==> src/rtl/cpu_pkg.sv <==
// Shared definitions for the multi-cycle RISC_CPU control unit:
// opcode values and the control-state encoding.
package cpu_pkg;

  localparam int unsigned OP_NOP   = 0;
  localparam int unsigned OP_ADD   = 1;
  localparam int unsigned OP_SUB   = 2;
  localparam int unsigned OP_STORE = 3;
  localparam int unsigned OP_LOAD  = 4;
  localparam int unsigned OP_AND   = 5;
  localparam int unsigned OP_OR    = 6;
  localparam int unsigned OP_HALT  = 63;

  typedef enum logic [2:0] {
    ST_IDLE = 3'd0,
    ST_EXEC = 3'd1,
    ST_MEM  = 3'd2,
    ST_WB   = 3'd3,
    ST_ERR  = 3'd4,
    ST_HALT = 3'd5
  } state_e;

endpackage

==> src/rtl/mem_wait_timer.sv <==
// Counts cycles spent waiting for a data-memory acknowledge.
// expire is high during the MEM_TIMEOUT-th waiting cycle (count
// cleared on entry, so that cycle sees count == MEM_TIMEOUT-1).
module mem_wait_timer #(
  parameter int MEM_TIMEOUT = 15
) (
  input  logic clk,
  input  logic reset,
  input  logic clear,
  input  logic enable,
  output logic expire
);

  localparam int CW = $clog2(MEM_TIMEOUT + 1);

  logic [CW-1:0] cnt_reg;

  // Wait counter: clear has priority over enable.
  always_ff @(posedge clk or negedge reset) begin
    if (!reset) begin
      cnt_reg <= '0;
    end else if (clear) begin
      cnt_reg <= '0;
    end else if (enable) begin
      cnt_reg <= cnt_reg + CW'(1);
    end
  end

  assign expire = (cnt_reg == CW'(MEM_TIMEOUT - 1));

endmodule

==> src/rtl/control_unit_seq.sv <==
// Multi-cycle control unit: valid/ready instruction intake, Moore FSM,
// data-memory handshake with timeout, load write-back, illegal/halt
// reporting and a retired-instruction counter.
module control_unit_seq
  import cpu_pkg::*;
#(
  parameter int DATA_W      = 32,
  parameter int OP_W        = 6,
  parameter int MEM_TIMEOUT = 15,
  parameter int CNT_W       = 16
) (
  input  logic              clk,
  input  logic              reset,
  input  logic              instr_valid,
  output logic              instr_ready,
  input  logic [OP_W-1:0]   opcode,
  input  logic [DATA_W-1:0] instr,
  input  logic              dm_ack,
  output logic              rf_we,
  output logic              dm_we,
  output logic              dm_re,
  output logic [OP_W-1:0]   alu_op,
  output logic [DATA_W-1:0] instr_q,
  output logic              illegal,
  output logic              mem_err,
  output logic              halted,
  output logic [CNT_W-1:0]  retire_cnt
);

  localparam logic [OP_W-1:0] C_NOP   = OP_W'(OP_NOP);
  localparam logic [OP_W-1:0] C_ADD   = OP_W'(OP_ADD);
  localparam logic [OP_W-1:0] C_SUB   = OP_W'(OP_SUB);
  localparam logic [OP_W-1:0] C_STORE = OP_W'(OP_STORE);
  localparam logic [OP_W-1:0] C_LOAD  = OP_W'(OP_LOAD);
  localparam logic [OP_W-1:0] C_AND   = OP_W'(OP_AND);
  localparam logic [OP_W-1:0] C_OR    = OP_W'(OP_OR);
  localparam logic [OP_W-1:0] C_HALT  = OP_W'(OP_HALT);

  state_e              state_reg, state_next;
  logic [OP_W-1:0]     op_reg, op_next;
  logic [DATA_W-1:0]   instr_reg, instr_next;
  logic [CNT_W-1:0]    cnt_reg, cnt_next;

  logic timer_clear, timer_enable, timer_expire;
  logic op_alu, op_nop, op_store, op_load, op_halt;

  mem_wait_timer #(
    .MEM_TIMEOUT(MEM_TIMEOUT)
  ) u_timer (
    .clk    (clk),
    .reset  (reset),
    .clear  (timer_clear),
    .enable (timer_enable),
    .expire (timer_expire)
  );

  // Classify the latched opcode; anything unmatched is illegal.
  always_comb begin
    op_alu   = (op_reg == C_ADD) || (op_reg == C_SUB) ||
               (op_reg == C_AND) || (op_reg == C_OR);
    op_nop   = (op_reg == C_NOP);
    op_store = (op_reg == C_STORE);
    op_load  = (op_reg == C_LOAD);
    op_halt  = (op_reg == C_HALT);
  end

  // State, latched instruction and retire counter registers.
  always_ff @(posedge clk or negedge reset) begin
    if (!reset) begin
      state_reg <= ST_IDLE;
      op_reg    <= '0;
      instr_reg <= '0;
      cnt_reg   <= '0;
    end else begin
      state_reg <= state_next;
      op_reg    <= op_next;
      instr_reg <= instr_next;
      cnt_reg   <= cnt_next;
    end
  end

  // Next-state logic plus Moore output decode from state_reg/op_reg.
  always_comb begin
    state_next   = state_reg;
    op_next      = op_reg;
    instr_next   = instr_reg;
    cnt_next     = cnt_reg;
    timer_clear  = 1'b0;
    timer_enable = 1'b0;
    rf_we        = 1'b0;
    dm_we        = 1'b0;
    dm_re        = 1'b0;
    illegal      = 1'b0;
    mem_err      = 1'b0;
    halted       = 1'b0;

    case (state_reg)
      ST_IDLE: begin
        if (instr_valid) begin
          op_next    = opcode;
          instr_next = instr;
          state_next = ST_EXEC;
        end
      end

      ST_EXEC: begin
        if (op_alu) begin
          rf_we      = 1'b1;
          cnt_next   = cnt_reg + CNT_W'(1);
          state_next = ST_IDLE;
        end else if (op_nop) begin
          cnt_next   = cnt_reg + CNT_W'(1);
          state_next = ST_IDLE;
        end else if (op_store || op_load) begin
          timer_clear = 1'b1;
          state_next  = ST_MEM;
        end else if (op_halt) begin
          // HALT retires exactly once, on the way into the halt state.
          cnt_next   = cnt_reg + CNT_W'(1);
          state_next = ST_HALT;
        end else begin
          illegal    = 1'b1;
          state_next = ST_IDLE;
        end
      end

      ST_MEM: begin
        dm_we = op_store;
        dm_re = op_load;
        // Acknowledge is checked before the timeout so a last-cycle ack succeeds.
        if (dm_ack) begin
          if (op_store) begin
            cnt_next   = cnt_reg + CNT_W'(1);
            state_next = ST_IDLE;
          end else begin
            state_next = ST_WB;
          end
        end else if (timer_expire) begin
          state_next = ST_ERR;
        end else begin
          timer_enable = 1'b1;
        end
      end

      ST_WB: begin
        rf_we      = 1'b1;
        cnt_next   = cnt_reg + CNT_W'(1);
        state_next = ST_IDLE;
      end

      ST_ERR: begin
        mem_err    = 1'b1;
        state_next = ST_IDLE;
      end

      ST_HALT: begin
        halted = 1'b1;
      end

      default: begin
        state_next = ST_IDLE;
      end
    endcase
  end

  // Ready only in IDLE, and held low while reset is asserted.
  assign instr_ready = (state_reg == ST_IDLE) && reset;
  assign alu_op      = op_reg;
  assign instr_q     = instr_reg;
  assign retire_cnt  = cnt_reg;

endmodule

==> config.mk <==
export PLATFORM = sky130hd
export DESIGN_NAME = control_unit_seq
export DESIGN_NICKNAME = d
export VERILOG_FILES = /design/src/rtl/cpu_pkg.sv /design/src/rtl/mem_wait_timer.sv /design/src/rtl/control_unit_seq.sv
export SDC_FILE = /design/constraint.sdc
export NUM_CORES = 1
export LEC_CHECK = 0
export CAP_MARGIN = 10
export CORE_UTILIZATION = 39
export CTS_CLUSTER_DIAMETER = 100
export CTS_CLUSTER_SIZE = 8
export DETAILED_ROUTE_END_ITERATION = 6
export GPL_TIMING_DRIVEN = 0
export PLACE_DENSITY = 0.72
export SYNTH_ARGS = -nofsm -noshare
export SYNTH_HDL_FRONTEND = slang
export SYNTH_SLANG_ARGS = --single-unit
==> constraint.sdc <==
create_clock -name clk -period 2.15 [get_ports clk]
set_input_delay 0.43 -clock clk [delete_from_list [all_inputs] [get_ports clk]]
set_output_delay 0.43 -clock clk [all_outputs]
set_load 0.03 [all_outputs]
==> flow_summary_export.csv, run 1 <==
group,metric,value,unit
synthesis,synth_cell_types,41,
detailed_routing,drt-vias-per-instance,4.949,
pwr,ir_drop,500.4,uV
sta,finalCritPeriodShare,95.85,%
layout,largest_reg_flops,32,
layout,area_delta_synth_final,51.29,%
layout,fin_nets,370,
clock_tree,cts_tree,"yes",
sta,final-setup-viol-count,0,
synthesis,seq_area_frac_synth,56.22,%
job,max-cap-violations,0,
worst_setup_path,critPathLaunchType,"flip-flop",
worst_setup_path,worstSetupPathType,"reg2out",
global_routing,grt_pass1_vias,2144,
detailed_routing,drtAntennaViolNets,0,
worst_setup_path,endpoint_kind,"primary output",
pwr,power_leakage,1.794,nW
placed_design,port_buffers,102,
floorplan,die_w,85.44,microns
placed_design,gp_congestion,0.7518,
clock_tree,clkSinkCount,61,
layout,drive_gt1_share,25.45,%
clock_tree,numCtsBuffers,9,
floorplan,die_h,85.44,microns
worst_setup_path,crit_path_max_fanout,10,
floorplan,start_util,40.19,%
global_routing,globalRouteTotalUtil,17.77,%
clock_tree,holdBufCountCts,0,
synthesis,ys.warnings.count,0,
sta,relSlewSlack,60.54,%
synthesis,synth_seq_cells,61,
clock_tree,clk_pin_slew_worst_paths,0.07,ns
sta,period_minus_slack,2.061,ns
detailed_routing,wire_per_inst,14.51,microns
floorplan,core_area,6756,sq um
detailed_routing,drt-initial-drc-count,86,
floorplan,pin_count,103,
synthesis,syn_area_per_cell,12.99,sq um
global_routing,grt_pass1_wl,10010,microns
global_routing,overflow,0,
sta,fin_hold_ws,0.06018,ns
sta,worstMarginPinSlew,0.5908,ns
sta,clock_skew,0.006434,ns
synthesis,netlist_instances,209,
sta,final_hold_viol_count,0,
detailed_routing,via_count,2029,
detailed_routing,drt-total-wl,5950,microns
clock_tree,clockRootBuffer,"clkbuf_8",
status,status,"complete, no violations",
layout,final-seq-area,1531,sq um
sta,setup-tns-final,0,ns
sta,final-max-slew-violation-count,0,
floorplan,die_area,7299,sq um
synthesis,syn_nets,254,
layout,antenna_cells,0,
global_routing,grt_max_degree,63,
layout,multi_input_area,1162,sq um
detailed_routing,remaining_drc_errors,0,
worst_setup_path,required,1.72,ns
worst_hold_path,hold_path_class,"in2async",
worst_setup_path,crit_arrival,1.63,ns
clock_tree,clk_path_buf_depth,2,
pwr,design_power_total,2.678,mW
clock_tree,htreeDepth,3,
global_routing,antenna_found_initial,0,
clock_tree,insertion_delay,0.33,ns
detailed_routing,drt-pass1-iter-count,4,
layout,nFillCells,577,
floorplan,rows,30,
synthesis,syn-cell-area,2715,sq um
placed_design,hpwl,4267,microns
pwr,pwr_density_cell,651.9,nW/um^2
sta,max_freq,485.3,MHz
==> kinds of logic after synthesis <==
| group | count (synthesis) | share of synthesized area, % |
|---|---|---|
| AO/OA/AOI/OAI | 24 | 6.958 |
| XOR/XNOR | 18 | 5.806 |
| adder cells (fa/ha/maj) | 3 | 1.383 |
| buffers and inverters | 10 | 1.797 |
| flip-flops | 61 | 56.22 |
| multiplexers | 39 | 16.18 |
| AND/OR/NAND/NOR | 54 | 11.66 |
==> final timing paths <==
| check | start | end | slack, ns | depth (start not counted) |
|---|---|---|---|---|
| max in group asynchronous | reset | alu_op[2]$_DFFE_PN0P_ | 1.65 | 1 |
| min in group clk | retire_cnt[15]$_DFFE_PN0P_ | retire_cnt[15]$_DFFE_PN0P_ | 0.47 | 1 |
| worst min register to register | retire_cnt[15]$_DFFE_PN0P_ | retire_cnt[15]$_DFFE_PN0P_ | 0.47 | 1 |
| worst max-delay path | state_reg[0]$_DFFE_PN0P_ | dm_we | 0.09 | 5 |
| worst min-delay path | reset | instr_q[30]$_DFFE_PN0P_ | 0.06 | 1 |
| worst max register to register | state_reg[1]$_DFFE_PN0P_ | instr_q[4]$_DFFE_PN0P_ | 0.16 | 5 |
==> synth_stat cells, drive strengths merged <==
cell,n,area (sq um)
nor3,4,20.02
nor2,12,45.04
o2bb2ai,1,8.760
or2,1,6.260
ha,3,37.54
a31oi,1,6.260
a211oi,3,22.52
buf,4,26.27
and2,1,6.260
a22oi,1,12.51
o21a,2,15.01
nand2,9,33.78
or3,2,12.51
o21ai,4,20.02
a21boi,1,7.510
dfrtp,61,1526
and4b,1,10.01
nand2b,3,26.27
xor2,13,113.9
or3b,2,17.52
a21oi,7,35.03
mux2,39,439.2
nand3,8,45.04
a2111oi,2,23.77
clkbuf,2,7.510
a32o,1,10.01
nor2b,2,12.51
inv,4,15.01
xnor2,5,43.79
nor3b,3,33.78
nand4,4,31.28
nor4b,1,8.760
o41ai,1,27.53
nand3b,1,7.510
==> timing repair <==
item                       CTS  global route
gates resized for setup     20            12
buffers inserted             0             3
setup endpoints to repair   27            25
pin swaps                    0             2
==> layer usage <==
layer	track usage, %	routed length [microns]
met1	21.93	2527
met2	29.16	2962
met3	6.809	409
met4	5.000	50
met5	0	0
==> report_power, final <==
part,switching [mW],internal (mW),total [mW],leakage [nW]
clock network,0.448,0.718,1.17,0.116
registers,0.0262,1.18,1.21,0.749
logic,0.142,0.159,0.301,0.929
==> through the flow <==
step	utilization, %	std cells	setup WS [ns]	area (sq um)
floorplan	-	209	0.05857	2721
global placement	56.87	391	-2.346	3842
detailed placement	56.83	391	-0.4151	3840
CTS	60.59	407	-0.009591	4094
global route	60.80	410	-0.01094	4108
finish	60.80	410	0.08931	4108
==> layout make-up <==
| type | count | area share [%] |
|---|---|---|
| Tap cell | 80 | 2.437 |
| Clock inverter | 5 | 1.980 |
| Clock buffer | 11 | 3.686 |
| Buffer | 6 | 0.8833 |
| Inverter | 4 | 0.3655 |
| Multi-Input combinational cell | 138 | 28.30 |
| Sequential cell | 61 | 37.28 |
| Timing Repair Buffer | 105 | 25.07 |
==> worst max-delay path, stage by stage, from the launching register on <==
cell             delay, ns
dfrtp_1               0.37
buf_6                 0.14
nor3b_4               0.26
nand2_1               0.11
nor2_1                0.11
clkdlybuf4s15_2       0.30
==> cell usage in the layout, fill, tap and decap left out, drive strengths merged, types with 3 or more instances in the layout <==
| cell type | count |
|---|---|
| dfrtp | 61 |
| nand2b | 3 |
| mux2 | 39 |
| nand4 | 4 |
| nor2 | 12 |
| nor3b | 3 |
| o21ai | 4 |
| a21oi | 7 |
| nand3 | 8 |
| a211oi | 3 |
| nand2 | 9 |
| inv | 5 |
| buf | 9 |
| ha | 3 |
| xnor2 | 5 |
| nor3 | 4 |
| clkdlybuf4s50 | 94 |
| clkbuf | 15 |
| xor2 | 13 |
No activity file was read; power rests on OpenSTA's default activity.
==> run 2, diff against run 1 <==
Settings changed: PLACE_DENSITY 0.72 to 0.75.
Clock period 2.15 ns to 1.85 ns, I/O delays scaled along.
==> run 2 against run 1 <==
Net effect: critical path depth fell by 2; via count rose by 3.4%; final cell count grew 2.0%; design area grew 3.8%; sequential share of layout area down 1.3 points; first-iteration DRC count is 20% lower; sequential power grew 17%; largest power group unchanged; hold slack lost 0.071 ns; the flow now finishes with violations (negative hold slack, negative setup slack); critical endpoint is now illegal; clock skew increased by 0.0028 ns; global-route usage rose by 0.32 points; total power rose by 9.1%.
==> flow_summary_export.csv, run 2 (synthesis gave the netlist of run 1 again) <==
group,metric,value,unit
job,max-cap-violations,0,
clock_tree,numCtsBuffers,9,
sta,period_minus_slack,1.867,ns
clock_tree,clk_path_buf_depth,2,
global_routing,overflow,0,
floorplan,core_area,6756,sq um
detailed_routing,drt-pass1-iter-count,4,
layout,drive_gt1_share,32.84,%
sta,final-setup-viol-count,2,
pwr,switchingPower,0.6980,mW
sta,relSlewSlack,59.01,%
worst_setup_path,crit_chain,"nand2b_4, a2111oi_4, buf_6",
placed_design,gp_congestion,0.7745,
global_routing,globalRouteTotalUtil,18.09,%
placed_design,place_area,3864,sq um
worst_setup_path,reg2reg_to,"retire_cnt[11]$_DFFE_PN0P_",
global_routing,grt_pass1_wl,10250,microns
layout,layout_common_cells,"82 x clkdlybuf4s50_1, 54 x dfrtp_1, 39 x mux2_2",
layout,antenna_cells,0,
layout,fin_nets,378,
detailed_routing,drtAntennaViolNets,0,
sta,worstMarginPinSlew,0.6136,ns
worst_setup_path,crit_path_max_fanout,6,
floorplan,die_h,85.44,microns
detailed_routing,wire_per_inst,14.43,microns
sta,clock_skew,0.009222,ns
sta,max_freq,535.7,MHz
worst_setup_path,critPathLaunch,"state_reg[2]$_DFFE_PN0P_",
clock_tree,cts_tree,"yes",
pwr,power_leakage,1.967,nW
pwr,p_clk_share,39.5,%
worst_setup_path,crit_arrival,1.50,ns
pwr,seq_power_share,48.2,%
worst_setup_path,crit_slowest_cell,"dfrtp_2",
pwr,ir_drop,650.2,uV
layout,fin_cells,418,
worst_setup_path,endpoint_kind,"primary output",
placed_design,hpwl,4255,microns
sta,worst_slack,-0.01665,ns
floorplan,pin_count,103,
clock_tree,insertion_delay,0.33,ns
detailed_routing,remaining_drc_errors,0,
detailed_routing,drt-total-wl,6031,microns
sta,fin_hold_ws,-0.01055,ns
sta,final-max-slew-violation-count,0,
clock_tree,htreeDepth,3,
worst_setup_path,regToRegStartpoint,"state_reg[2]$_DFFE_PN0P_",
placed_design,port_buffers,102,
detailed_routing,drt-initial-drc-count,69,
pwr,internal-power,2.224,mW
layout,final_util,63.09,%
detailed_routing,drt-vias-per-instance,5.019,
clock_tree,clockRootBuffer,"clkbuf_8",
worst_setup_path,required,1.48,ns
global_routing,grt_max_degree,63,
worst_setup_path,worstSetupPathType,"reg2out",
layout,final_common_cell,"clkdlybuf4s50_1",
clock_tree,clkSinkCount,61,
placed_design,dp.cells,391,
floorplan,rows,30,
global_routing,grt_pass1_vias,2147,
pwr,pwr_density_cell,685.5,nW/um^2
sta,rsz0062_at_grt,"yes",
worst_setup_path,worst-r2r-setup-slack,0.02,ns
sta,final_hold_viol_count,4,
layout,fin_area,4263,sq um
status,violations,"negative hold slack, negative setup slack",
floorplan,start_util,40.19,%
worst_hold_path,hold_path_class,"in2async",
clock_tree,clk_pin_slew_worst_paths,0.07,ns
layout,nFillCells,544,
layout,area_delta_synth_final,57.00,%
sta,finalCritPeriodShare,100.9,%
pwr,combPwrFrac,12.3,%
layout,largest_reg_flops,32,
worst_setup_path,crit_end,"illegal",
worst_setup_path,r2r_cells,7,
global_routing,antenna_found_initial,0,
worst_setup_path,critPathLaunchType,"flip-flop",
floorplan,die_area,7299,sq um
floorplan,die_w,85.44,microns
status,status,"complete, but fails checks",
detailed_routing,via_count,2098,
worst_setup_path,slowest_delay,0.46,ns
clock_tree,holdBufCountCts,0,
pwr,switching_share,23.89,%
## run 2: final cells by class
cell class | instances | area (sq um) | share of cell area, %
repair buffers | 113 | 1110 | 26.03
plain buffers | 6 | 51.30 | 1.203
flip-flops and latches | 61 | 1535 | 36.01
clock inverters | 4 | 47.55 | 1.115
inverters | 4 | 15.01 | 0.3522
multi-input cells | 138 | 1259 | 29.53
clock buffers | 12 | 145.1 | 3.405
well taps | 80 | 100.1 | 2.348
## run 2: repair_timing
action / CTS / global route
gates resized for setup: 65 / 22
pin swaps: 7 / 12
buffers inserted: 5 / 6
cloned: 0 / 0
setup endpoints to repair: 64 / 57
## run 2: how the worst min path moves through the flow
stage | startpoint | to | slack [ns] | cells after the start
6_report | reset | state_reg[2]$_DFFE_PN0P_ | -0.01 | 1
3_5_place_dp | retire_cnt[15]$_DFFE_PN0P_ | retire_cnt[15]$_DFFE_PN0P_ | 0.46 | 1
3_3_place_gp | retire_cnt[15]$_DFFE_PN0P_ | retire_cnt[15]$_DFFE_PN0P_ | 0.46 | 1
4_1_cts | reset | state_reg[2]$_DFFE_PN0P_ | 0.03 | 1
5_1_grt | reset | state_reg[2]$_DFFE_PN0P_ | 0.04 | 1
2_1_floorplan | reset | alu_op[0]$_DFFE_PN0P_ | 0.07 | 0
## run 2: metrics by stage
step / TNS, ns / hold slack, ns / worst slack [ns] / power, mW
5_1_grt: -0.7626 / 0.03927 / -0.08772 / 3.038
4_1_cts: -0.1020 / 0.02700 / -0.06170 / 2.950
3_5_place_dp: -20.66 / 0.4601 / -0.5724 / 1.781
2_1_floorplan: -0.02321 / 0.07441 / -0.02250 / 1.567
3_3_place_gp: -127.65 / 0.4609 / -2.671 / 1.776
6_report: -0.02343 / -0.01055 / -0.01665 / 2.922
## run 2: power by group through the flow
stage	Sequential [mW]	Combinational, mW	Clock, mW
3_3_place_gp	1.43	0.347	0
5_1_grt	1.41	0.383	1.24
3_5_place_dp	1.43	0.350	0
6_report	1.41	0.361	1.15
2_1_floorplan	1.51	0.0529	0
4_1_cts	1.41	0.358	1.18
## run 2: worst max-delay path: cells and delay by family, from the launching register on
kind	cells	cell delay (ns)
AO/OA/AOI/OAI	1	0.34
buffers and inverters	1	0.18
flip-flops	1	0.46
AND/OR/NAND/NOR	1	0.20
## run 2: layer usage
metal  share of wire (%)  global-route usage [%]  routed length (microns)  vias to the layer above
met1                  44                   23.05                     2628                     1032
met2                  48                   28.44                     2881                       65
li1                    -                       -                        -                      992
met4                 1.3                   5.909                       79                        0
met3                 7.3                   6.907                      443                        9
met5                   0                       0                        0                        -
==> run 3, diff against run 2 <==
Settings changed: CORE_MARGIN from default to 4.
==> run 3 against run 2 <==
Net effect: clock skew down 0.00097 ns; non-clock buffer count up 6; critical endpoint unchanged; clock power about the same; sequential power about the same; critical path depth unchanged; utilization up 0.30 points; total power up 0.46%; critical path type unchanged; largest cell class unchanged; the flow finishes with violations (negative setup slack); hold slack better by 0.025 ns; clock-buffer cell count unchanged.
==> flow_summary_export.csv, run 3 (synthesis gave the netlist of run 1 again) <==
group,metric,value,unit
sta,final-max-slew-violation-count,0,
clock_tree,clockRootBuffer,"clkbuf_8",
floorplan,die_area,8360,sq um
placed_design,gp_congestion,0.7595,
sta,fin_hold_ws,0.01466,ns
worst_setup_path,regToRegStartpoint,"state_reg[2]$_DFFE_PN0P_",
detailed_routing,dr_wl_met2,3391,microns
layout,layout_common_cells,"82 x clkdlybuf4s50_1, 54 x dfrtp_1, 39 x mux2_2",
layout,final_common_cell,"clkdlybuf4s50_1",
floorplan,die_w,91.44,microns
clock_tree,clk_path_buf_depth,2,
worst_setup_path,required,1.48,ns
floorplan,die_h,91.44,microns
layout,largest_reg_flops,32,
detailed_routing,drtAntennaViolNets,0,
clock_tree,htreeDepth,3,
worst_setup_path,crit_arrival,1.51,ns
clock_tree,numCtsBuffers,9,
clock_tree,holdBufCountCts,0,
worst_setup_path,r2r_cells,6,
layout,drive_gt1_share,33.72,%
global_routing,overflow,0,
layout,area_delta_synth_final,58.62,%
sta,max_freq,531.8,MHz
detailed_routing,highest_layer,"met4",
sta,finalCritPeriodShare,101.7,%
sta,worst_slack,-0.03053,ns
detailed_routing,drt-initial-drc-count,79,
worst_setup_path,endpoint_kind,"primary output",
pwr,seq_power_share,47.9,%
clock_tree,clkSinkCount,61,
detailed_routing,remaining_drc_errors,0,
global_routing,grt_pass1_vias,2220,
global_routing,globalRouteTotalUtil,15.59,%
clock_tree,clk_pin_slew_worst_paths,0.07,ns
sta,rsz0062_at_grt,"yes",
detailed_routing,wire_per_inst,15.26,microns
worst_setup_path,worst-r2r-setup-slack,-0.02,ns
layout,antenna_cells,0,
placed_design,port_buffers,102,
floorplan,pin_count,103,
placed_design,post-place-ws,-0.5743,ns
sta,period_minus_slack,1.881,ns
detailed_routing,drt-total-wl,6713,microns
detailed_routing,drt-pass1-iter-count,4,
layout,fin_nets,384,
detailed_routing,via_count,2158,
worst_hold_path,hold_path_class,"in2async",
job,max-cap-violations,0,
global_routing,grt_pass1_wl,10450,microns
worst_setup_path,reg2reg_to,"retire_cnt[7]$_DFFE_PN0P_",
placed_design,hpwl,4537,microns
pwr,power_leakage,1.942,nW
clock_tree,cts_tree,"yes",
sta,clock_skew,0.008256,ns
worst_setup_path,crit_end,"illegal",
detailed_routing,drt-vias-per-instance,4.905,
global_routing,antenna_found_initial,0,
status,violations,"negative setup slack",
floorplan,rows,30,
sta,setup-tns-final,-0.06165,ns
pwr,pwr_density_cell,681.7,nW/um^2
floorplan,start_util,39.96,%
clock_tree,insertion_delay,0.33,ns
pwr,switchingPower,0.7122,mW
worst_setup_path,crit_path_max_fanout,8,
pwr,combPwrFrac,12.4,%
pwr,internal-power,2.223,mW
detailed_routing,wl_met1,2752,microns
sta,relSlewSlack,60.70,%
detailed_routing,met3_wirelength,478,microns
sta,worstMarginPinSlew,0.5883,ns
pwr,p_clk_share,39.7,%
sta,final-setup-viol-count,3,
status,status,"complete, but fails checks",
worst_setup_path,worstSetupPathType,"reg2out",
worst_setup_path,critPathLaunch,"state_reg[2]$_DFFE_PN0P_",
worst_setup_path,critPathLaunchType,"flip-flop",
sta,final_hold_viol_count,0,
pwr,switching_share,24.26,%
floorplan,core_area,6794,sq um
global_routing,grt_max_degree,63,
pwr,ir_drop,472.0,uV
[run 3: cell type report]
| class | instances | area [sq um] |
|---|---|---|
| fill | 548 | 2487 |
| tap | 96 | 120.1 |
| timing repair buffer | 119 | 1136 |
| sequential | 61 | 1535 |
| buffer | 6 | 47.55 |
| inverter | 4 | 15.01 |
| clock inverter | 4 | 47.55 |
| clock buffer | 12 | 145.1 |
| multi-input combinational | 138 | 1260 |
[run 3: metal layers]
metal / track usage (%) / vias to the layer above
met2: 26.11 / 65
met5: 0 / -
met3: 6.048 / 10
li1: - / 1003
met1: 17.58 / 1080
met4: 6.658 / 0
[run 3: worst min path at each step]
stage / startpoint / end / slack [ns] / cells after the start
2_1_floorplan: reset / alu_op[0]$_DFFE_PN0P_ / 0.07 / 0
3_3_place_gp: retire_cnt[15]$_DFFE_PN0P_ / retire_cnt[15]$_DFFE_PN0P_ / 0.46 / 1
3_5_place_dp: retire_cnt[15]$_DFFE_PN0P_ / retire_cnt[15]$_DFFE_PN0P_ / 0.46 / 1
4_1_cts: reset / instr_q[30]$_DFFE_PN0P_ / 0.03 / 1
5_1_grt: reset / instr_q[30]$_DFFE_PN0P_ / 0.05 / 1
6_report: reset / instr_q[26]$_DFFE_PN0P_ / 0.01 / 1
[run 3: what timing repair did]
item / CTS / global route
gates resized for setup: 62 / 25
setup endpoints to repair: 64 / 40
pin swaps: 4 / 17
setup buffers: 6 / 11
[run 3: power groups by stage]
| stage | sequential [mW] | clock, mW | combinational, mW |
|---|---|---|---|
| 3_5_place_dp | 1.43 | 0 | 0.351 |
| 6_report | 1.41 | 1.17 | 0.363 |
| 4_1_cts | 1.41 | 1.19 | 0.361 |
| 3_3_place_gp | 1.43 | 0 | 0.348 |
| 5_1_grt | 1.41 | 1.25 | 0.384 |
| 2_1_floorplan | 1.51 | 0 | 0.0529 |
[run 3: critical path: stages (launching register included)]
cell,delay (ns)
dfrtp_2,0.47
nand2b_4,0.20
a2111oi_4,0.34
buf_6,0.18
[run 3: per-stage QoR]
step | util, % | area (sq um) | total power [mW] | instances
after floorplan | - | 2745 | 1.567 | 209
after global placement | 57.20 | 3886 | 1.777 | 407
after detailed placement | 57.16 | 3884 | 1.782 | 407
after CTS | 61.03 | 4146 | 2.962 | 429
after global routing | 63.39 | 4307 | 3.048 | 440
final | 63.39 | 4307 | 2.936 | 440
